$ cat config.mk
export PLATFORM = sky130hd
export DESIGN_NAME = mopshub_test_sequencer_flat
export DESIGN_NICKNAME = d
export VERILOG_FILES = /design/src/rtl/mopshub_test_sequencer_if.sv /design/src/rtl/mopshub_test_sequencer.sv /design/src/flat_wrapper.sv
export SDC_FILE = /design/constraint.sdc
export NUM_CORES = 1
export LEC_CHECK = 0
export CAP_MARGIN = 20
export CORE_MARGIN = 8
export CORE_UTILIZATION = 55
export CTS_CLUSTER_DIAMETER = 80
export DETAILED_ROUTE_END_ITERATION = 6
export GPL_ROUTABILITY_DRIVEN = 0
export HOLD_SLACK_MARGIN = 0.06
export PLACE_DENSITY_LB_ADDON = 0.05
export SYNTH_ARGS = -nofsm -noshare
export SYNTH_HDL_FRONTEND = slang
export SYNTH_SLANG_ARGS = --single-unit
$ cat constraint.sdc
create_clock -name clk_40_m -period 4.1 [get_ports clk_40_m]
set_input_delay 0.82 -clock clk_40_m [delete_from_list [all_inputs] [get_ports clk_40_m]]
set_output_delay 0.82 -clock clk_40_m [all_outputs]
set_load 0.1 [all_outputs]
$ cat src/rtl/mopshub_test_sequencer_if.sv
// Handshake bundle between the MOPSHUB test sequencer and whoever drives it:
// run control and phase-end inputs in, phase strobes and status out.
interface mopshub_test_sequencer_if #(
  parameter int REPEAT_W = 8
);
  logic                start;
  logic                abort;
  logic [3:0]          phase_mask;
  logic [REPEAT_W-1:0] n_repeat;
  logic                trim_done;
  logic                rx_end;
  logic                tx_end;
  logic                custom_end;
  logic                osc_auto_trim;
  logic                test_rx;
  logic                test_tx;
  logic                test_advanced;
  logic                endwait_all;
  logic [2:0]          phase;
  logic [REPEAT_W-1:0] iter_cnt;
  logic                busy;
  logic                done;
  logic                timeout_err;
  logic [2:0]          err_phase;

  modport master (
    output start, abort, phase_mask, n_repeat,
    output trim_done, rx_end, tx_end, custom_end,
    input  osc_auto_trim, test_rx, test_tx, test_advanced, endwait_all,
    input  phase, iter_cnt, busy, done, timeout_err, err_phase
  );

  modport slave (
    input  start, abort, phase_mask, n_repeat,
    input  trim_done, rx_end, tx_end, custom_end,
    output osc_auto_trim, test_rx, test_tx, test_advanced, endwait_all,
    output phase, iter_cnt, busy, done, timeout_err, err_phase
  );
endinterface

$ cat src/rtl/mopshub_test_sequencer.sv
// Clocked Moore sequencer for the MOPSHUB system-test phases (trim, RX, gap, TX,
// custom) with phase mask, repeat count, per-phase timeout and abort.
module mopshub_test_sequencer #(
  parameter int GAP_CYCLES     = 120,
  parameter int TIMEOUT_CYCLES = 1048576,
  parameter int REPEAT_W       = 8
) (
  input logic                     clk_40_m,
  input logic                     rst,
  mopshub_test_sequencer_if.slave seq
);

  typedef enum logic [3:0] {
    S_IDLE    = 4'd0,
    S_TRIM    = 4'd1,
    S_RX      = 4'd2,
    S_ENDWAIT = 4'd3,
    S_GAP     = 4'd4,
    S_TX      = 4'd5,
    S_CUSTOM  = 4'd6,
    S_NEXT    = 4'd7,
    S_DONE    = 4'd8,
    S_ERROR   = 4'd9
  } state_t;

  localparam int TO_W    = ($clog2(TIMEOUT_CYCLES) < 1) ? 1 : $clog2(TIMEOUT_CYCLES);
  localparam int GAP_EFF = (GAP_CYCLES < 1) ? 1 : GAP_CYCLES;
  localparam int GAP_W   = ($clog2(GAP_CYCLES + 1) < 1) ? 1 : $clog2(GAP_CYCLES + 1);
  localparam logic [TO_W-1:0]  TO_LAST  = TO_W'(TIMEOUT_CYCLES - 1);
  localparam logic [GAP_W-1:0] GAP_LAST = GAP_W'(GAP_EFF - 1);

  state_t              state_r;
  state_t              state_next;
  logic                start_r;
  logic                start_d_r;
  logic                start_edge_s;
  logic [3:0]          mask_r;
  logic [REPEAT_W-1:0] rep_r;
  logic [REPEAT_W-1:0] iter_r;
  logic [TO_W-1:0]     to_cnt_r;
  logic [GAP_W-1:0]    gap_cnt_r;
  logic                to_hit_s;
  logic                gap_hit_s;
  logic                more_s;
  logic                osc_r;
  logic                rx_r;
  logic                tx_r;
  logic                adv_r;
  logic                ew_r;
  logic                busy_r;
  logic                done_r;
  logic                terr_r;
  logic [2:0]          phase_r;
  logic [2:0]          err_phase_r;

  // First enabled waiting phase at or after position 'from' (0 trim .. 3 custom); NEXT if none.
  function automatic state_t first_phase(input logic [3:0] m, input logic [1:0] from);
    return (m[0] && (from == 2'd0)) ? S_TRIM :
           (m[1] && (from <= 2'd1)) ? S_RX   :
           (m[2] && (from <= 2'd2)) ? S_TX   :
           m[3]                     ? S_CUSTOM : S_NEXT;
  endfunction

  function automatic logic [2:0] phase_code(input state_t s);
    logic [2:0] c;
    case (s)
      S_TRIM:            c = 3'd1;
      S_RX:              c = 3'd2;
      S_ENDWAIT, S_GAP:  c = 3'd3;
      S_TX:              c = 3'd4;
      S_CUSTOM:          c = 3'd5;
      S_ERROR:           c = 3'd6;
      default:           c = 3'd0;
    endcase
    return c;
  endfunction

  function automatic logic is_waiting(input state_t s);
    return (s == S_TRIM) || (s == S_RX) || (s == S_TX) || (s == S_CUSTOM);
  endfunction

  assign start_edge_s = start_r & ~start_d_r;
  assign to_hit_s     = (to_cnt_r == TO_LAST);
  assign gap_hit_s    = (gap_cnt_r == GAP_LAST);
  assign more_s       = (({1'b0, iter_r} + (REPEAT_W + 1)'(1)) < {1'b0, rep_r});

  // Next-state decode; an end input is checked before the timeout so it wins a tie.
  always_comb begin
    state_next = state_r;
    if (seq.abort) begin
      state_next = S_IDLE;
    end else begin
      case (state_r)
        S_IDLE: begin
          if (!start_edge_s) begin
            state_next = S_IDLE;
          end else if (seq.phase_mask == 4'b0000) begin
            state_next = S_DONE;
          end else begin
            state_next = first_phase(seq.phase_mask, 2'd0);
          end
        end
        S_TRIM: begin
          if (seq.trim_done)  state_next = first_phase(mask_r, 2'd1);
          else if (to_hit_s)  state_next = S_ERROR;
          else                state_next = S_TRIM;
        end
        S_RX: begin
          if (seq.rx_end)     state_next = S_ENDWAIT;
          else if (to_hit_s)  state_next = S_ERROR;
          else                state_next = S_RX;
        end
        S_ENDWAIT:            state_next = S_GAP;
        S_GAP: begin
          if (gap_hit_s)      state_next = first_phase(mask_r, 2'd2);
          else                state_next = S_GAP;
        end
        S_TX: begin
          if (seq.tx_end)     state_next = first_phase(mask_r, 2'd3);
          else if (to_hit_s)  state_next = S_ERROR;
          else                state_next = S_TX;
        end
        S_CUSTOM: begin
          if (seq.custom_end) state_next = S_NEXT;
          else if (to_hit_s)  state_next = S_ERROR;
          else                state_next = S_CUSTOM;
        end
        S_NEXT: begin
          if (more_s)         state_next = first_phase(mask_r, 2'd0);
          else                state_next = S_DONE;
        end
        S_DONE:               state_next = S_IDLE;
        S_ERROR:              state_next = S_ERROR;
        default:              state_next = S_IDLE;
      endcase
    end
  end

  // State register and start-edge pipeline.
  always_ff @(posedge clk_40_m) begin
    if (!rst) begin
      state_r   <= S_IDLE;
      start_r   <= 1'b0;
      start_d_r <= 1'b0;
    end else begin
      state_r   <= state_next;
      start_r   <= seq.start;
      start_d_r <= start_r;
    end
  end

  // Run configuration, iteration count and timeout status.
  always_ff @(posedge clk_40_m) begin
    if (!rst) begin
      mask_r      <= 4'b0000;
      rep_r       <= {REPEAT_W{1'b0}};
      iter_r      <= {REPEAT_W{1'b0}};
      terr_r      <= 1'b0;
      err_phase_r <= 3'd0;
    end else if ((state_r == S_IDLE) && start_edge_s && !seq.abort) begin
      mask_r <= seq.phase_mask;
      rep_r  <= (seq.n_repeat == {REPEAT_W{1'b0}}) ? REPEAT_W'(1) : seq.n_repeat;
      iter_r <= {REPEAT_W{1'b0}};
      terr_r <= 1'b0;
    end else if ((state_next == S_ERROR) && (state_r != S_ERROR)) begin
      terr_r      <= 1'b1;
      err_phase_r <= phase_code(state_r);
    end else if ((state_r == S_NEXT) && !seq.abort && (iter_r != {REPEAT_W{1'b1}})) begin
      iter_r <= iter_r + REPEAT_W'(1);
    end else begin
      iter_r <= iter_r;
    end
  end

  // Dwell counters: both restart whenever the state changes.
  always_ff @(posedge clk_40_m) begin
    if (!rst) begin
      to_cnt_r  <= {TO_W{1'b0}};
      gap_cnt_r <= {GAP_W{1'b0}};
    end else begin
      if (is_waiting(state_r) && (state_next == state_r)) to_cnt_r <= to_cnt_r + TO_W'(1);
      else                                                to_cnt_r <= {TO_W{1'b0}};
      if ((state_r == S_GAP) && (state_next == S_GAP))    gap_cnt_r <= gap_cnt_r + GAP_W'(1);
      else                                                gap_cnt_r <= {GAP_W{1'b0}};
    end
  end

  // Output flops load the decode of the next state, so they track state_r exactly.
  always_ff @(posedge clk_40_m) begin
    if (!rst) begin
      osc_r   <= 1'b0;
      rx_r    <= 1'b0;
      tx_r    <= 1'b0;
      adv_r   <= 1'b0;
      ew_r    <= 1'b0;
      busy_r  <= 1'b0;
      done_r  <= 1'b0;
      phase_r <= 3'd0;
    end else begin
      osc_r   <= (state_next == S_TRIM);
      rx_r    <= (state_next == S_RX);
      tx_r    <= (state_next == S_TX);
      adv_r   <= (state_next == S_CUSTOM);
      ew_r    <= (state_next == S_ENDWAIT);
      busy_r  <= (state_next != S_IDLE) && (state_next != S_DONE) && (state_next != S_ERROR);
      done_r  <= (state_next == S_DONE);
      phase_r <= phase_code(state_next);
    end
  end

  assign seq.osc_auto_trim = osc_r;
  assign seq.test_rx       = rx_r;
  assign seq.test_tx       = tx_r;
  assign seq.test_advanced = adv_r;
  assign seq.endwait_all   = ew_r;
  assign seq.phase         = phase_r;
  assign seq.iter_cnt      = iter_r;
  assign seq.busy          = busy_r;
  assign seq.done          = done_r;
  assign seq.timeout_err   = terr_r;
  assign seq.err_phase     = err_phase_r;

endmodule

$ cat src/flat_wrapper.sv
// flat-port wrapper written by rule: the top's interface ports become plain ports
module mopshub_test_sequencer_flat 
#(
  parameter int GAP_CYCLES     = 120,
  parameter int TIMEOUT_CYCLES = 1048576,
  parameter int REPEAT_W       = 8
)
  (clk_40_m, rst, seq_start, seq_abort, seq_phase_mask, seq_n_repeat, seq_trim_done, seq_rx_end, seq_tx_end, seq_custom_end, seq_osc_auto_trim, seq_test_rx, seq_test_tx, seq_test_advanced, seq_endwait_all, seq_phase, seq_iter_cnt, seq_busy, seq_done, seq_timeout_err, seq_err_phase);
  mopshub_test_sequencer_if #(.REPEAT_W(REPEAT_W)) seq_i ();
  input logic clk_40_m;
  input logic rst;
  input wire logic [$bits(seq_i.start)-1:0] seq_start;
  input wire logic [$bits(seq_i.abort)-1:0] seq_abort;
  input wire logic [$bits(seq_i.phase_mask)-1:0] seq_phase_mask;
  input wire logic [$bits(seq_i.n_repeat)-1:0] seq_n_repeat;
  input wire logic [$bits(seq_i.trim_done)-1:0] seq_trim_done;
  input wire logic [$bits(seq_i.rx_end)-1:0] seq_rx_end;
  input wire logic [$bits(seq_i.tx_end)-1:0] seq_tx_end;
  input wire logic [$bits(seq_i.custom_end)-1:0] seq_custom_end;
  output wire logic [$bits(seq_i.osc_auto_trim)-1:0] seq_osc_auto_trim;
  output wire logic [$bits(seq_i.test_rx)-1:0] seq_test_rx;
  output wire logic [$bits(seq_i.test_tx)-1:0] seq_test_tx;
  output wire logic [$bits(seq_i.test_advanced)-1:0] seq_test_advanced;
  output wire logic [$bits(seq_i.endwait_all)-1:0] seq_endwait_all;
  output wire logic [$bits(seq_i.phase)-1:0] seq_phase;
  output wire logic [$bits(seq_i.iter_cnt)-1:0] seq_iter_cnt;
  output wire logic [$bits(seq_i.busy)-1:0] seq_busy;
  output wire logic [$bits(seq_i.done)-1:0] seq_done;
  output wire logic [$bits(seq_i.timeout_err)-1:0] seq_timeout_err;
  output wire logic [$bits(seq_i.err_phase)-1:0] seq_err_phase;
  assign seq_i.start = seq_start;
  assign seq_i.abort = seq_abort;
  assign seq_i.phase_mask = seq_phase_mask;
  assign seq_i.n_repeat = seq_n_repeat;
  assign seq_i.trim_done = seq_trim_done;
  assign seq_i.rx_end = seq_rx_end;
  assign seq_i.tx_end = seq_tx_end;
  assign seq_i.custom_end = seq_custom_end;
  assign seq_osc_auto_trim = seq_i.osc_auto_trim;
  assign seq_test_rx = seq_i.test_rx;
  assign seq_test_tx = seq_i.test_tx;
  assign seq_test_advanced = seq_i.test_advanced;
  assign seq_endwait_all = seq_i.endwait_all;
  assign seq_phase = seq_i.phase;
  assign seq_iter_cnt = seq_i.iter_cnt;
  assign seq_busy = seq_i.busy;
  assign seq_done = seq_i.done;
  assign seq_timeout_err = seq_i.timeout_err;
  assign seq_err_phase = seq_i.err_phase;
  mopshub_test_sequencer #(.GAP_CYCLES(GAP_CYCLES), .TIMEOUT_CYCLES(TIMEOUT_CYCLES), .REPEAT_W(REPEAT_W)) u_core (.clk_40_m(clk_40_m), .rst(rst), .seq(seq_i));
endmodule
* Word-level counts from Yosys, hierarchy flattened *
Index checks and enable logic that the tools add are counted.

word-level totals
  word-level logic and storage cells = 100
  register bits after elaboration = 67
  output and inout bits = 22

operators by class
  $add $sub $neg = 4
  equality and inequality tests = 23
  reductions and logical operators = 24
  bitwise logic cells = 5
  order comparisons = 1
  multiplexer cells = 25

operators with widths
  cell                     number
  $mux W4                  19
  $pmux W3 S6              2
  $pmux W4 S9              1
  $eq A4 B3 Y1 const B     7
  $add A20 B1 Y20 const B  1
  $eq A20 B20 Y1 const B   1
  $eq A4 B2 Y1 const B     4
  $eq A4 B4 Y1 const B     3
  $ne A4 B4 Y1 const B     3
  $add A8 B1 Y9 const B    1
  $logic_and A1 B1 Y1      9
  $lt A9 B8 Y1             1
  $add A8 B1 Y8 const B    1
  $eq A4 B1 Y1 const B     2
  $logic_not A4 Y1         2
  $logic_not A8 Y1         1
  $mux W8                  1
  $ne A8 B8 Y1 const B     1
  $reduce_and A2 Y1        4
  $add A7 B1 Y7 const B    1
  $eq A7 B7 Y1 const B     1
  $reduce_or A2 Y1         3
  $eq A4 B4 Y1             1
  $not A1 Y1               4
  5 further kinds          8

* Depth between registers and ports, before layout *
Gate-level depths: netlist (run 1).

  word-level depth = 12
  gate-level depth with buffers = 15

* Least setup slack after synthesis (run 1) *
OpenSTA, ideal clock, no wires.

  kind = register -> register
  start point = register u_core.iter_r[0], in the netlist u_core.seq.iter_cnt[0]
  end point = register u_core.to_cnt_r[14]
  path slack = -195 ps
  stages on the path, launching flop included = 16
  data required time = 4037 ps
  buffers on the path = 1
  clock period less this slack = 4295 ps
  arrival time = 4232 ps
  cells stage by stage = dfxtp_1 > ha_1 > nand3_1 > inv_1 > nand3_1 > xnor2_1 > ha_1 > and3_1 > a221oi_1 > o21ai_0 > or2_1 > o311ai_4 > mux2i_2 > nand4_4 > buf_6 > nor2_2

between the ends
  longest elaborated chain between the ends = 8

RTL lines
  what                         line                           source
  from (decl)                  mopshub_test_sequencer.sv:39   logic [REPEAT_W-1:0] iter_r;
  from (signal assigned)       mopshub_test_sequencer.sv:157  iter_r <= {REPEAT_W{1'b0}};
  from (signal assigned)       mopshub_test_sequencer.sv:163  iter_r <= {REPEAT_W{1'b0}};
  from (signal assigned)       mopshub_test_sequencer.sv:169  iter_r <= iter_r + REPEAT_W'(1);
  $add A8 B1 Y9                mopshub_test_sequencer.sv:85   assign more_s = (({1'b0, iter_r} + (REPEAT_W + 1)'(1)) < {1'b0, rep_r});
  $lt A9 B8 Y1                 mopshub_test_sequencer.sv:85
  $mux W4                      mopshub_test_sequencer.sv:129  if (more_s) state_next = first_phase(mask_r, 2'd0);
  $pmux W4 S9                  mopshub_test_sequencer.sv:93   case (state_r)
  $mux W4                      mopshub_test_sequencer.sv:90   if (seq.abort) begin
  $eq A4 B4 Y1                 mopshub_test_sequencer.sv:181  if (is_waiting(state_r) && (state_next == state_r)) to_cnt_r <= to_cnt_r + TO_W'(1);
  $logic_and A1 B1 Y1          mopshub_test_sequencer.sv:181
  $reduce_and A2 Y1 (no line)  --
  to (signal assigned)         mopshub_test_sequencer.sv:178  to_cnt_r <= {TO_W{1'b0}};
  to (signal assigned)         mopshub_test_sequencer.sv:181
  to (signal assigned)         mopshub_test_sequencer.sv:182  else to_cnt_r <= {TO_W{1'b0}};
  to (decl)                    mopshub_test_sequencer.sv:40   logic [TO_W-1:0] to_cnt_r;

No other way between the ends.
A chain may end at the register's enable or synchronous reset.

* Worst setup path in the final report (run 1) *
  start point = register u_core.iter_r[0], in the netlist u_core.seq.iter_cnt[0]
  end point = register u_core.to_cnt_r[5]

The elaborated chain is that of the path after synthesis.

==> results of run 1 <==
[power groups by stage]
stage	combinational (mW)	clock, mW	sequential [mW]
floorplan	0.0567	0	0.693
global placement	0.109	0	0.680
detailed placement	0.109	0	0.680
CTS	0.110	0.694	0.665
global route	0.120	0.716	0.666
finish	0.110	0.679	0.665
[layer usage]
| metal | track usage | wire, um | up-vias | part of all wire |
|---|---|---|---|---|
| li1 | - | - | 1451 | - |
| met1 | 0.216 | 3360 | 1311 | 0.47 |
| met2 | 0.267 | 3250 | 65 | 0.46 |
| met3 | 0.0528 | 309 | 15 | 0.043 |
| met4 | 0.0806 | 199 | 0 | 0.028 |
| met5 | 0 | 0 | - | 0 |
[cell type report]
cell class / count / area, um2 / share of cell area
Tap cell: 75 / 93.8 / 0.0229
Timing Repair Buffer: 44 / 445 / 0.109
Clock buffer: 10 / 138 / 0.0336
Clock inverter: 6 / 113 / 0.0275
Inverter: 15 / 56.3 / 0.0137
Multi-Input combinational cell: 301 / 1910 / 0.465
Sequential cell: 67 / 1350 / 0.328
[cell families (layout without fill, tap and decap cells)]
logic type | count (synthesis) | count (layout) | share of synthesized area
flip-flops | 67 | 67 | 0.399
buffers and inverters | 27 | 75 | 0.0339
XOR/XNOR | 35 | 35 | 0.0911
adder cells (fa/ha/maj) | 10 | 10 | 0.0372
multiplexers | 6 | 6 | 0.0190
AND/OR/NAND/NOR | 190 | 190 | 0.294
AO/OA/AOI/OAI | 60 | 60 | 0.126
[stage by stage]
stage | std cells | instance area (um2) | util
after floorplan | 395 | 3370 | -
after global placement | 501 | 3830 | 0.647
after detailed placement | 501 | 3830 | 0.647
after CTS | 517 | 4080 | 0.689
after global routing | 518 | 4100 | 0.693
final | 518 | 4100 | 0.693
[registers in the layout (all words and copies together), names as in the netlist]
| register | cells |
|---|---|
| u_core.seq.test_rx | 1 |
| u_core.seq.test_tx | 1 |
| u_core.mask_r | 4 |
| u_core.rep_r | 8 |
| u_core.gap_cnt_r | 7 |
| u_core.to_cnt_r | 20 |
| u_core.seq.iter_cnt | 8 |
| u_core.seq.done | 1 |
| u_core.seq.phase | 3 |
| u_core.seq.endwait_all | 1 |
| u_core.start_r | 1 |
| u_core.start_d_r | 1 |
| u_core.seq.test_advanced | 1 |
| u_core.seq.err_phase | 3 |
| u_core.state_r | 4 |
| u_core.seq.busy | 1 |
| u_core.seq.timeout_err | 1 |
| u_core.seq.osc_auto_trim | 1 |
[worst paths after layout]
path	startpoint	to	slack [ns]
worst min register to register	u_core.gap_cnt_r[0]$_SDFF_PN0_	u_core.gap_cnt_r[0]$_SDFF_PN0_	0.45
worst min-delay path	u_core.gap_cnt_r[0]$_SDFF_PN0_	u_core.gap_cnt_r[0]$_SDFF_PN0_	0.45
worst max register to register	u_core.seq.iter_cnt[0]$_SDFFE_PP0P_	u_core.to_cnt_r[5]$_SDFF_PN0_	0.44
worst max-delay path	u_core.seq.iter_cnt[0]$_SDFFE_PP0P_	u_core.to_cnt_r[5]$_SDFF_PN0_	0.44
[placed cells by master (no fill, tap or decap), types with 2 or more instances in the layout]
cell / instances
a21o_1: 5
a21oi_1: 20
a22oi_1: 2
a31oi_1: 3
and2_1: 5
and3_1: 8
and4_1: 2
buf_4: 2
bufinv_16: 3
clkbuf_8: 10
clkdlybuf4s50_1: 41
clkinv_4: 2
dfxtp_1: 63
dfxtp_2: 4
ha_1: 10
inv_1: 15
mux2i_1: 5
nand2_1: 50
nand2b_1: 7
nand3_1: 17
nand4_1: 2
nor2_1: 43
nor2_2: 10
nor2b_1: 6
nor3_1: 15
nor4_1: 2
nor4b_1: 2
o211ai_1: 2
o21ai_0: 9
o21ai_2: 2
o31ai_1: 2
or2_2: 3
or3_1: 5
or4_1: 2
xnor2_1: 16
xor2_1: 19
[repair_timing]
action	4_1_cts	5_1_grt
hold buffers	0	0
endpoints found under the setup margin	0	5
setup buffers	0	1
==> impl.org, run 1 <==
** STA
- Hold timing on the final database bottoms out at a slack of 0.452 ns.
- The clock arrives with between 0.01 and 0.015 ns of skew.
- Measured against its own limit, the worst slew margin works out to 0.340.
- Setup repair after global routing left no endpoint under its margin.
- Setup violations remaining at the end of the flow were counted as 0.
- For the pin with the worst max-slew slack, the measured transition is 0.987 ns.
- Summed negative setup slack over all endpoints :: 0 ns
- The worst path meets setup with 0.436 ns of slack.
- The max-slew violation count came to 0.
- Dividing the final minimum period by the clock period gives 0.894.
- Total count of hold-check failures in the final report :: 0
- Final critical-path required period :: 3.66 ns
- Max Fclk :: roughly 0.27 GHz

** Clocking
- After clock tree synthesis, the clock-pin slew on the worst setup and hold paths is 0.08 ns.
- Number of H-tree levels :: 3
- Clock buffer depth :: 2
- Total CTS buffers :: 9
- After clock tree synthesis, the repair step resized 0 gates.
- Root buffer cell :: clkbuf_8
- Counting every sink on the clock net gives 67.
- For the worst-skew pair, the clock arrives at the later sink with an insertion delay of about 0.35 ns.
- TritonCTS built the clock tree.

** Setup path
- Family of cells with the greatest summed delay on the critical path :: simple AND/OR/NAND/NOR gates
- Levels on crit path :: 15
- FF-to-FF path depth :: 15
- Data on the critical path arrives at its endpoint at 3.96 ns.
- Crit Path Class :: reg2reg
- Biggest cell delay along the critical path :: 0.44 ns
- Crit path buffers/inverters :: 2
- The largest individual stage delay along the critical path comes from the cell o311ai_4.
- Element type at the critical path end :: flop
- Required time of the critical path :: 4.39 ns
- Setup crit start kind :: flop
- Along the worst path, the maximum fanout reaches 19.
- Worst-path cell chain :: ha_1 -> nand3_1 -> inv_1 -> nand3_1 -> xnor2_1 -> ha_1 -> and3_1 -> a221oi_1 -> o21ai_0 -> or2_1 -> o311ai_4 -> mux2i_2 -> nand4_4 -> buf_12 -> nor2_1

** Die
- The floorplan step defined a die boundary enclosing 8870 um2.
- The die is approximately 94 um wide.
- Placeable core region :: roughly 6000 um2
- For this configuration, the core starts out at a cell density of 0.568.
- Number of primary I/O pins :: 42
- The floorplan step set the die height to 94.2 um.
- Core Rows :: 28

** Routing
- For this block, the via count after detailed routing is roughly 2,800.
- Remaining number of nets flagged by the antenna check after routing :: 0
- Number of design-rule violations left by the first detailed-router iteration :: 123
- Wire length reported by the detailed router :: 7.12 mm
- The first detailed-routing pass took 4 iterations.
- For this run, design rule violations remaining after detail routing come to 0.
- After detailed routing, the average wire length per cell comes to 13.7 um.
- DR vias/cell :: roughly 5.5

** Pwr
- Switching power share of the total :: 0.227
- Share of total power in sequential cells :: 0.457
- Pwr Density :: 355 nW/um2
- Psw :: 330 uW
- The worst-case IR drop observed on VDD is roughly 0.31 mV.
- Power comes to 1.45 mW.
- The share of total power dissipated in the clock network is 0.467.
- Cell internal power was estimated by the tool at about 1.1 mW.
- Of the total power, combinational logic draws 0.076.
- The analysis attributes to cell leakage a power of 1.45 nW.

** Yosys
- Sequential cell area fraction in the yosys report :: 0.399
- The most common cell in the synthesized netlist is dfxtp_1.
- Of the post-synthesis cell area, the dominant cell type holds 0.399.
- Library cell occupying the most area in the post-synthesis netlist :: dfxtp_1
- Syn_area_per_cell :: 8.51 um2
- In the post-synthesis netlist, the biggest area contributors are dfxtp_1, nand2_1, xor2_1.
- For this run, the number of Yosys warnings is 0.
- The synthesized design contains 0 enable-type register cells.
- Syn nets :: 425
- Fraction of registers with async set or reset after synthesis :: 0
- Seq cells post-synth :: 67
- Most common library cells after synthesis :: dfxtp_1, nand2_1, nor2_1
- The synthesized netlist contains 61 unique library cells.
- The mapped netlist covers 3360 um2.
- Synthesis produced a netlist whose cell count is roughly 400.
- The most used flip-flop cell after synthesis is dfxtp_1.

** Final layout
- Antenna diode count :: 0
- Share of final-layout standard cells stronger than drive strength 1 :: 0.111
- Total of fill cells in the finished design :: 519
- In the final design database the tool counted 468 nets.
- Relative area change from synthesis to final layout :: 21.9%

** Global route
- Via count of the first global-routing pass :: around 2,700
- Leftover overflow at the end of global routing :: 0
- The first global-routing pass estimated about 12 mm of wire.
- For this run, the total global-route usage over all layers was measured as 0.174.
- Antenna violations before repair :: 0
- Entering global routing, the biggest net connects 20 pins.

** Worst hold path
- Hold WC Path Type :: reg2reg
- Along the worst hold path, the cell count comes to 1.

** Placement
- Once detailed placement completed, the half-perimeter wirelength came to 5.33 mm.
- OpenSTA, run right after detailed placement, puts the worst setup slack at 0.293 ns.
- Number of I/O port buffers :: 41

** Status
- The flow ran to the end, and the final reports show no timing, DRC or antenna violations.

** Flow run
- Max-cap violations in this run came to 0.
(Power assumes the default switching activity.)
==> run 2: changes to the inputs <==
- RECOVER_POWER: default -> 100
- SLEW_MARGIN: default -> 20
==> run 2 against run 1 <==
Net effect:
- sequential power barely moved
- hold slack barely moved
- critical path depth did not move
- final cell count did not move
- utilization fell by 0.46 points
- sequential share of layout area rose by 0.22 points
==> impl.org, run 2 (synthesis gave the netlist of run 1 again) <==
** Status
- The flow ran to the end, and the final reports show no timing, DRC or antenna violations.

** Clocking
- Clock tree from TritonCTS :: yes
- The post-cts sizing count came to 0 (unchanged).
- Quantity of hold-fixing buffers added after cts :: 0 (unchanged)
- The maximum number of buffers from clock root to sink was 2 (unchanged).
- Number of H-tree levels :: 3 (unchanged)
- Clock network latency to the later pin of the worst-skew pair :: 0.35 ns (about the same)
- Root buffer cell :: clkbuf_8
- The number of buffers inserted during clock tree synthesis is 9 (unchanged).
- Number of sinks on the clock net :: 67 (unchanged)
- Postcts setup bufs :: 0 (unchanged)
- The clock edge transition at the registers on the reported setup and hold paths came to 0.08 ns (about the same).

** Final layout
- Compared with the post-synthesis result, the final layout area differs by 21.1%.
- Design area :: 4070 um2 (-0.67%)
- Number of flip-flops in the largest register :: 20 (unchanged)
- The filler cell count is 526 (+1.3%).
- The final net count is 468 (unchanged).
- Cell Count, Final, Fillers Out :: 518 (unchanged)
- The register cell area after layout was 1350 um2 (unchanged).
- Leaving out fill and tap cells, the most frequent cell in the layout is dfxtp_1.
- Multi-input combinational cell area :: 1890 um2 (-1.0%)
- The number of antenna cells inserted was 0 (unchanged).
- Fraction of the core area covered by cells at the end of the flow :: 0.688 (-0.00465)
- Share of final-layout standard cells stronger than drive strength 1 :: 0.0858 (-0.0248)
- u_core.to_cnt_r holds more flip-flops than any other register.
- In the layout the commonest cells are dfxtp_1, nor2_1, nand2_1, dlygate4sd3_1, a21oi_1.

** STA
- Unrepaired setup endpoints after global routing :: no
- Post-route worst setup slack :: 0.386 ns (-0.0505 ns)
- Slew at the pin with the worst max-slew slack :: 0.995 ns (+0.00796 ns)
- The worst setup skew after layout was 0.0112 ns (+0.0000537 ns).
- Final critical-path required period :: 3.71 ns (+0.0505 ns)
- Final setup violation count :: 0 (unchanged)
- The fmax is 0.269 GHz (-1.4%).
- The max-slew violation count is 0 (unchanged).
- Final critical-path share of the clock period :: 0.906 (+0.0123)
- The sum of negative setup slack was 0 ns (unchanged).
- The number of failing hold endpoints at the final stage is 0 (unchanged).
- The normalized max-slew margin came to 0.334 (-0.00543).
- Tightest hold margin :: 0.452 ns (+0.000255 ns)

** Setup path
- Crit Path Class :: reg2reg
- Crit path arrival time :: 4.00 ns (+0.04 ns)
- The worst setup path is launched from a flop.
- Critical path fanouts, max :: 19 (unchanged)
- The required time reported for the critical path endpoint is 4.39 ns (about the same).
- Element type at the critical path end :: flop
- FF-to-FF path depth :: 15 (unchanged)

** Routing
- Wire length reported by the detailed router :: 7.11 mm (-0.11%)
- The detailed-router iteration count before antenna repair came to 4 (unchanged).
- WL per Instance :: 13.7 um (-0.11%)
- Remaining DRCs :: 0 (unchanged)
- Via count :: 2,832 (-0.35%)
- Number of design-rule violations left by the first detailed-router iteration :: 126 (+2.4%)
- Remaining number of nets flagged by the antenna check after routing :: 0 (unchanged)
- The via-per-instance ratio is 5.47 (-0.35%).

** Pwr
- The power density over cell area is 356 nW/um2 (+0.43%).
- The static leakage was 1.52 nW (+4.8%).
- The power after layout is 1.45 mW (-0.25%).
- The maximum vdd ir drop was 0.311 mV (-0.19%).

** Flow run
- The max capacitance violation total is 0 (unchanged).

** Global route
- The maximum number of pins on one net before global-route repair was 20 (unchanged).
- The global-route wire length before repair came to 12.4 mm (unchanged).
- The total grt overflow came to 0 (unchanged).
- The total global-route track usage is 0.174 (unchanged).
- Antenna violations before repair :: 0 (unchanged)
- Via count of the first global-routing pass :: 2,748 (unchanged)

** Placement
- The total placed cells including tap cells came to 501 (unchanged).
- Cell area reported after detailed placement :: 3830 um2 (unchanged)
- Detailed Place HPWL :: 5.33 mm (unchanged)
- Worst slack after detailed placement :: 0.293 ns (unchanged)
- Number of I/O port buffers :: 41 (unchanged)

** Worst hold path
- The instance count along the most critical hold path came to 1 (unchanged).
- The path class of the tightest hold or removal check is reg2reg.

** Die
- Number of primary I/O pins :: 42 (unchanged)
- The full die area came to 8870 um2 (unchanged).
- Core Rows :: 28 (unchanged)
- The width of the die came to 94.2 um (unchanged).
- The initial core utilization came to 0.568 (unchanged).
- Die span in y :: 94.2 um (unchanged)
- Placeable core region :: 5920 um2 (unchanged)
-- run 2: changes by cell type in the layout (fill, tap and decap cells not counted) --
cell / before / now
dlygate4sd3_1: 0 / 24
or2_2: 3 / 2
or2_0: 0 / 2
nor2_1: 43 / 51
or2_1: 1 / 0
nor2_2: 10 / 2
clkbuf_1: 0 / 2
clkdlybuf4s50_1: 41 / 17
buf_4: 2 / 0
-- run 2: worst max-delay path: stages, from the launching register on --
cell and delay, ns:
dfxtp_2 0.37, ha_1 0.22, nand3_1 0.20, inv_1 0.09
nand3_1 0.12, xnor2_1 0.16, ha_1 0.30, and3_1 0.20
a221oi_1 0.24, o21ai_0 0.18, or2_0 0.35, o311ai_4 0.46
mux2i_2 0.34, nand4_4 0.14, buf_12 0.18, nor2_1 0.11
-- run 2: worst paths after layout --
path                            slack, ns                                start                             end
worst min-delay path                 0.45       u_core.gap_cnt_r[0]$_SDFF_PN0_  u_core.gap_cnt_r[0]$_SDFF_PN0_
worst min register to register       0.45       u_core.gap_cnt_r[0]$_SDFF_PN0_  u_core.gap_cnt_r[0]$_SDFF_PN0_
worst max register to register       0.39  u_core.seq.iter_cnt[0]$_SDFFE_PP0P_  u_core.to_cnt_r[16]$_SDFF_PN0_
worst max-delay path                 0.39  u_core.seq.iter_cnt[0]$_SDFFE_PP0P_  u_core.to_cnt_r[16]$_SDFF_PN0_
-- run 2: where the power goes --
part | internal, mW | switching [mW] | leakage [nW]
Clock | 0.421 | 0.256 | 0.126
Combinational | 0.0421 | 0.0658 | 0.854
Sequential | 0.658 | 0.00637 | 0.543
Total | 1.12 | 0.328 | 1.52
-- run 2: final cells by class --
cell class,count,share of cell area
clock buffers,10,0.0338
clock inverters,6,0.0276
inverters,15,0.0138
multi-input cells,301,0.464
flip-flops and latches,67,0.331
well taps,75,0.0230
repair buffers,44,0.108
-- run 2: metal layers --
metal / track usage / part of all wire
met3: 0.0528 / 0.047
met5: 0 / 0
met1: 0.216 / 0.47
met2: 0.267 / 0.46
met4: 0.0806 / 0.023
